--- src/rtl/fetch_stage.sv ---
// Instruction-fetch front end: PC register, sequential/redirect fetch,
// IF/ID capture, EBREAK halt, misalignment flag and fetch counter.
module fetch_stage #(
  parameter logic [31:0] RESET_PC  = 32'h0000_0000,
  parameter int          MEM_WORDS = 64,
  parameter logic [31:0] HALT_INST = 32'h0010_0073
) (
  input  logic        clk,
  input  logic        rst,
  input  logic        stall,
  input  logic        redirect_valid,
  input  logic [31:0] redirect_target,
  input  logic [31:0] inst_in,
  output logic [31:0] pc_out,
  output logic        ifid_valid,
  output logic [31:0] ifid_pc,
  output logic [31:0] ifid_pc4,
  output logic [31:0] ifid_inst,
  output logic        halted,
  output logic        misalign_err,
  output logic [15:0] fetch_count
);

  typedef enum logic [1:0] {
    S_BOOT,
    S_RUN,
    S_HALT
  } state_e;

  localparam logic [31:0] PC_SPAN = 32'(MEM_WORDS * 4);

  state_e      state_q, state_d;
  logic [31:0] pc_q, pc_d;
  logic        valid_q, valid_d;
  logic [31:0] ipc_q, ipc_d;
  logic [31:0] ipc4_q, ipc4_d;
  logic [31:0] inst_q, inst_d;
  logic        halted_q, halted_d;
  logic        mis_q, mis_d;
  logic [15:0] cnt_q, cnt_d;

  logic [31:0] pc_plus4;
  logic [31:0] pc_seq;
  logic [15:0] cnt_inc;
  logic        is_halt;

  always_comb begin
    pc_plus4 = pc_q + 32'd4;
    pc_seq   = pc_plus4 % PC_SPAN;
    cnt_inc  = (cnt_q == 16'hFFFF) ? cnt_q : cnt_q + 16'd1;
    is_halt  = (inst_in == HALT_INST);
  end

  always_comb begin
    state_d  = state_q;
    pc_d     = pc_q;
    valid_d  = valid_q;
    ipc_d    = ipc_q;
    ipc4_d   = ipc4_q;
    inst_d   = inst_q;
    halted_d = halted_q;
    mis_d    = mis_q;
    cnt_d    = cnt_q;
    // Redirect outranks stall and every state.
    if (redirect_valid) begin
      pc_d     = {redirect_target[31:2], 2'b00};
      valid_d  = 1'b0;
      halted_d = 1'b0;
      state_d  = S_RUN;
      if (redirect_target[1:0] != 2'b00) begin
        mis_d = 1'b1;
      end
    end else begin
      unique case (state_q)
        S_BOOT: begin
          valid_d = 1'b0;
          state_d = S_RUN;
        end
        S_RUN: begin
          if (!stall) begin
            valid_d = 1'b1;
            ipc_d   = pc_q;
            ipc4_d  = pc_plus4;
            inst_d  = inst_in;
            cnt_d   = cnt_inc;
            if (is_halt) begin
              state_d  = S_HALT;
              halted_d = 1'b1;
            end else begin
              pc_d = pc_seq;
            end
          end
        end
        S_HALT: begin
          valid_d = 1'b0;
        end
        default: begin
          state_d = S_BOOT;
          valid_d = 1'b0;
        end
      endcase
    end
  end

  always_ff @(posedge clk) begin
    if (rst) begin
      state_q  <= S_BOOT;
      pc_q     <= RESET_PC;
      valid_q  <= 1'b0;
      ipc_q    <= 32'd0;
      ipc4_q   <= 32'd0;
      inst_q   <= 32'd0;
      halted_q <= 1'b0;
      mis_q    <= 1'b0;
      cnt_q    <= 16'd0;
    end else begin
      state_q  <= state_d;
      pc_q     <= pc_d;
      valid_q  <= valid_d;
      ipc_q    <= ipc_d;
      ipc4_q   <= ipc4_d;
      inst_q   <= inst_d;
      halted_q <= halted_d;
      mis_q    <= mis_d;
      cnt_q    <= cnt_d;
    end
  end

  assign pc_out       = pc_q;
  assign ifid_valid   = valid_q;
  assign ifid_pc      = ipc_q;
  assign ifid_pc4     = ipc4_q;
  assign ifid_inst    = inst_q;
  assign halted       = halted_q;
  assign misalign_err = mis_q;
  assign fetch_count  = cnt_q;

endmodule

--- config.mk ---
export PLATFORM = sky130hd
export DESIGN_NAME = fetch_stage
export DESIGN_NICKNAME = d
export VERILOG_FILES = /design/src/rtl/fetch_stage.sv
export SDC_FILE = /design/constraint.sdc
export NUM_CORES = 1
export LEC_CHECK = 0
export CORE_MARGIN = 2
export CORE_UTILIZATION = 40
export CTS_CLUSTER_DIAMETER = 150
export DETAILED_ROUTE_END_ITERATION = 10
export PLACE_DENSITY = 0.78
export SLEW_MARGIN = 15
export SYNTH_ARGS = -nofsm -noshare
export SYNTH_HDL_FRONTEND = slang
export SYNTH_SLANG_ARGS = --single-unit
--- constraint.sdc ---
create_clock -name clk -period 2.95 [get_ports clk]
set_input_delay 0.7375 -clock clk [delete_from_list [all_inputs] [get_ports clk]]
set_output_delay 0.7375 -clock clk [all_outputs]
set_load 0.02 [all_outputs]
**Yosys cells after proc, flatten, opt, wreduce, memory -nomap -nowiden**

Cells that the tools add are included.

- Output and inout bits: 147
- Input port bits: 68
- Latch bits: 0
- Word-level logic and storage cells: 51
- RAM bits: 0
- ROM bits: 0
- Memories kept: 0
- Flip-flop bits (word level): 149

- Multiplexer cells: 8
- Div/mod/pow operators: 0
- $add $sub $neg: 2
- Shift operators: 0
- Multiply operators: 0
- Reductions and logical operators: 13
- Eq/ne operators: 11
- $lt $le $gt $ge: 0
- Bitwise logic cells: 6

Operators by type and width:

| operator | number |
|---|---|
| 32-bit 2-to-1 mux | 4 |
| 32-bit by 3-bit adder with 32-bit output, second input constant | 1 |
| 32-bit by 21-bit equality test with 1-bit output, second input constant | 1 |
| 3-bit AND reduction | 6 |
| 16-bit by 1-bit adder with 16-bit output, second input constant | 1 |
| 16-bit equality test, second input constant | 1 |
| 2-bit != test, second input constant | 4 |
| 3-bit != test, second input constant | 2 |
| 1-bit inverter | 6 |
| 2-bit one-hot mux with 3 select lines | 1 |
| 2-bit 2-to-1 mux | 2 |
| 4-bit AND reduction | 1 |
| 2-bit nonzero test | 2 |
| 3-bit OR reduction | 1 |
| 2-bit by 1-bit equality test with 1-bit output, second input constant | 1 |
| 2-bit equality test, second input constant | 1 |
| 2-bit logical NOT | 1 |
| 2-bit by 1-bit != test with 1-bit output, second input constant | 1 |
| 2-bit AND reduction | 1 |
| 2-bit OR reduction | 1 |
| 1-bit 2-to-1 mux | 1 |

**Logic depth before layout (Yosys ltp)**

- Depth after elaboration: 5
- Mapped depth: 7
- Mapped depth without buffers: 6

**Worst setup path after synthesis**

OpenSTA, ideal clock, no wires.

- Kind: input-to-reg
- Start: input redirect_valid
- End: register cnt_q[15], in the netlist fetch_count[15]
- Buffers on the path: 1
- Arrival time: 2.162 ns
- Setup time: 0.128 ns
- Required time: 2.822 ns
- Setup slack: 0.661 ns
- Stages: 6
- Path through: buf_6 -> or4b_4 -> or3_4 -> nor4b_4 -> xnor2_1 -> nor2_1

- Word-level cells in the longest chain between the ends: 2

Ends and longest elaborated chain:

| what | RTL line | source |
|---|---|---|
| start: declaration | 11 | `input logic redirect_valid,` |
| 1-bit inverter (no line) | -- |  |
| 4-bit AND reduction (no line) | -- |  |
| end signal: assignment | 125 | `cnt_q <= cnt_d;` |
| end: declaration | 40 | `logic [15:0] cnt_q, cnt_d;` |

No other way between the ends.
A chain may end at the register's enable or synchronous reset.

**Worst setup path after layout**

- Start: input inst_in[28]
- End: register pc_q[26], in the netlist pc_out[26]

- Word-level cells in the longest chain between the ends: 3

Ends and longest elaborated chain:

| what | RTL line | source |
|---|---|---|
| start: declaration | 13 | `input logic [31:0] inst_in,` |
| 32-bit by 21-bit equality test with 1-bit output | 51 | `is_halt = (inst_in == HALT_INST);` |
| 2-bit != test (no line) | -- |  |
| 3-bit AND reduction (no line) | -- |  |
| end signal: assignment | 118 | `pc_q <= pc_d;` |
| end: declaration | 33 | `logic [31:0] pc_q, pc_d;` |

No other way between the ends.

==> results.ini <==
[finish]
multi_input_area_um2=2676
fill_cells=1198
drive_gt1_frac=0.07135
area_delta_synth_final_pct=50.19
layout_common_cells=clkdlybuf4s50_1, nand2_1, dfxtp_1, a21oi_1, nor2_1
final_nets=940
antennaDiodeCount=0
mostFrequentLayoutCell=clkdlybuf4s50_1
regArea_um2=2863
fin_area_um2=8623

[floorplanning]
fp.dieArea_um2=15330
num_rows=43
io_pins=215
initial_utilization=0.4120
die_w_um=123.8
die_h_um=123.8
core-area_um2=13930

[synth]
async_flop_share=0
yosysUniqueCellTypes=47
yosysWarnings=0
syn_area_um2=5742
synth_edf_count=0
syn_inst=672
ys_ff_latch=143
avgSynthCellArea_um2=8.544
ys_seq_area_frac=0.4986
ys_dominant_reg_cell=dfxtp_1

[pwr]
p_clk_frac=0.460
switching_share=0.2469
power_frac_comb=0.109
ir_drop_mv=0.3246
fin_total_pwr_mw=4.788
leakagePower_nw=2.933
power.internal_mw=3.605
pwr-share-seq=0.431
power.density_nw_per_um2=555.2
switching_power_mw=1.182

[timing]
max_freq_mhz=397.0
fin_skew_ns=0.007355
setup_tns_ns=0
setup_viol=0
hold_viol=0
rsz0062_at_grt=no
slew_headroom=0.4746
finalCritPeriodShare=0.8538
slew_viol_final=0
setup_slack_ns=0.4314
fin_crit_ns=2.519
worst_slew_pin_slew_ns=0.7881

[critical_path]
path_max_fanout=23
critPathCaptureType=flop
cp.arrival_ns=2.87
setup.worst_path.class=in -> reg
crit_required_ns=3.30
cp-start-kind=input port

[clock_tree]
numCtsBuffers=17
path_clk_slew_ns=0.06
clk_path_buf_depth=2
cts_max_level=4
root_buffer=clkbuf_16
cts_setup_buffers=0
cts.sinks=143
postCtsHoldBufs=0
clk_latency_ns=0.42
cts_tree=built
cts_resized=0

[grt]
antenna_found_initial=0
grt_start_max_net_pins=74
grt_pass1_wl_mm=25.10
groute.usage.overall=0.2129
grt_remaining_overflow=0
grt_pass1_vias=4907

[route]
antenna_left=0
wire_per_inst_um=15.56
drtIter0Drc=267
drcViolationCount=0
drt_wl_total_mm=16.54
dr.pass1.iters=5
vias_per_cell=5.101
vias=5422

[place]
placed_area_um2=8013
place_hpwl_mm=11.66
place.gp.congestion=0.8677
pre_cts_ws_ns=0.04299
numPortBuffers=208

[flow_run]
drv_cap=0

[status]
outcome=complete, no violations

[worst_hold_path]
min_path_type=reg -> reg

[layer usage]
| layer | GRT usage | vias up | wire, um |
|---|---|---|---|
| li1 | - | 2723 | - |
| met1 | 0.2654 | 2492 | 7285 |
| met2 | 0.3300 | 173 | 7415 |
| met3 | 0.07555 | 34 | 1345 |
| met4 | 0.09730 | 0 | 497 |
| met5 | 0 | - | 0 |
[power groups by stage]
stage | Combinational (mW) | Clock [mW] | Sequential, mW
2_1_floorplan | 0.174 | 0 | 2.17
3_3_place_gp | 0.521 | 0 | 2.10
3_5_place_dp | 0.524 | 0 | 2.10
4_1_cts | 0.527 | 2.26 | 2.06
5_1_grt | 0.565 | 2.34 | 2.07
6_report | 0.523 | 2.20 | 2.06
[worst max-delay path, stage by stage]
cell	delay (ns)
clkdlybuf4s50_1	0.43
nor4_1	0.47
buf_4	0.19
nand4_1	0.12
or2_2	0.38
a21oi_2	0.20
buf_12	0.19
a22o_1	0.16
[cell families (layout without fill, tap and decap cells)]
logic type / count (synthesis) / after routing / share of synthesized area
AO/OA/AOI/OAI: 145 / 145 / 0.1591
XOR/XNOR: 40 / 40 / 0.06101
adder cells (fa/ha/maj): 2 / 2 / 0.004358
buffers and inverters: 53 / 259 / 0.04075
flip-flops: 143 / 143 / 0.4986
multiplexers: 2 / 2 / 0.003487
other: 1 / 6 / 0.0006531
AND/OR/NAND/NOR: 286 / 286 / 0.2321
[synthesized netlist by cell type (all sizes together), types with 2 or more instances]
library cell	count	area, um2
a211oi	26	205.2
xor2	24	210.2
clkbuf	35	131.4
nor4b	3	41.29
dfxtp	143	2863
nand3	25	125.1
buf	15	91.33
a21oi	76	380.4
nor2	55	206.5
nor3	8	55.05
or3	6	42.54
a311oi	2	17.52
mux2i	2	20.02
and3	5	31.28
nand2	146	548.0
a22o	23	201.4
and4	6	52.55
ha	2	25.02
nand4	12	75.07
nand2b	2	12.51
a22oi	2	15.01
o21ai	10	50.05
a31oi	2	12.51
nor4	10	75.07
or2	2	12.51
xnor2	16	140.1
inv	3	11.26
[path summary, 6_finish.rpt]
check	depth (start not counted)	start	slack [ns]	to
max	8	inst_in[28]	0.43	pc_out[26]
min	2	misalign_err	0.45	misalign_err
max reg2reg	6	pc_out[2]	0.81	ifid_pc4[24]
min reg2reg	2	misalign_err	0.45	misalign_err
[registers in the layout (all words and copies together), names as in the netlist]
name	count
ifid_inst	32
ifid_pc4	30
ifid_pc	30
pc_out	30
fetch_count	16
state_q	2
halted	1
ifid_valid	1
misalign_err	1
[metrics by stage]
stage                     hold WS, ns  std cells  utilization
after floorplan                0.4509        677            -
after global placement         0.4309       1031       0.5750
after detailed placement       0.4428       1031       0.5750
after CTS                      0.4520       1063       0.6188
after global routing           0.4664       1063       0.6188
final                          0.4503       1063       0.6188
[layout make-up]
class                   count  area share
clock buffers              18     0.04977
well taps                 180     0.02612
repair buffers            224      0.2594
flip-flops and latches    143      0.3320
inverters                   3    0.001306
multi-input cells         481      0.3104
clock inverters            14     0.02104
Note: power is estimated with default switching activity, not from simulation.
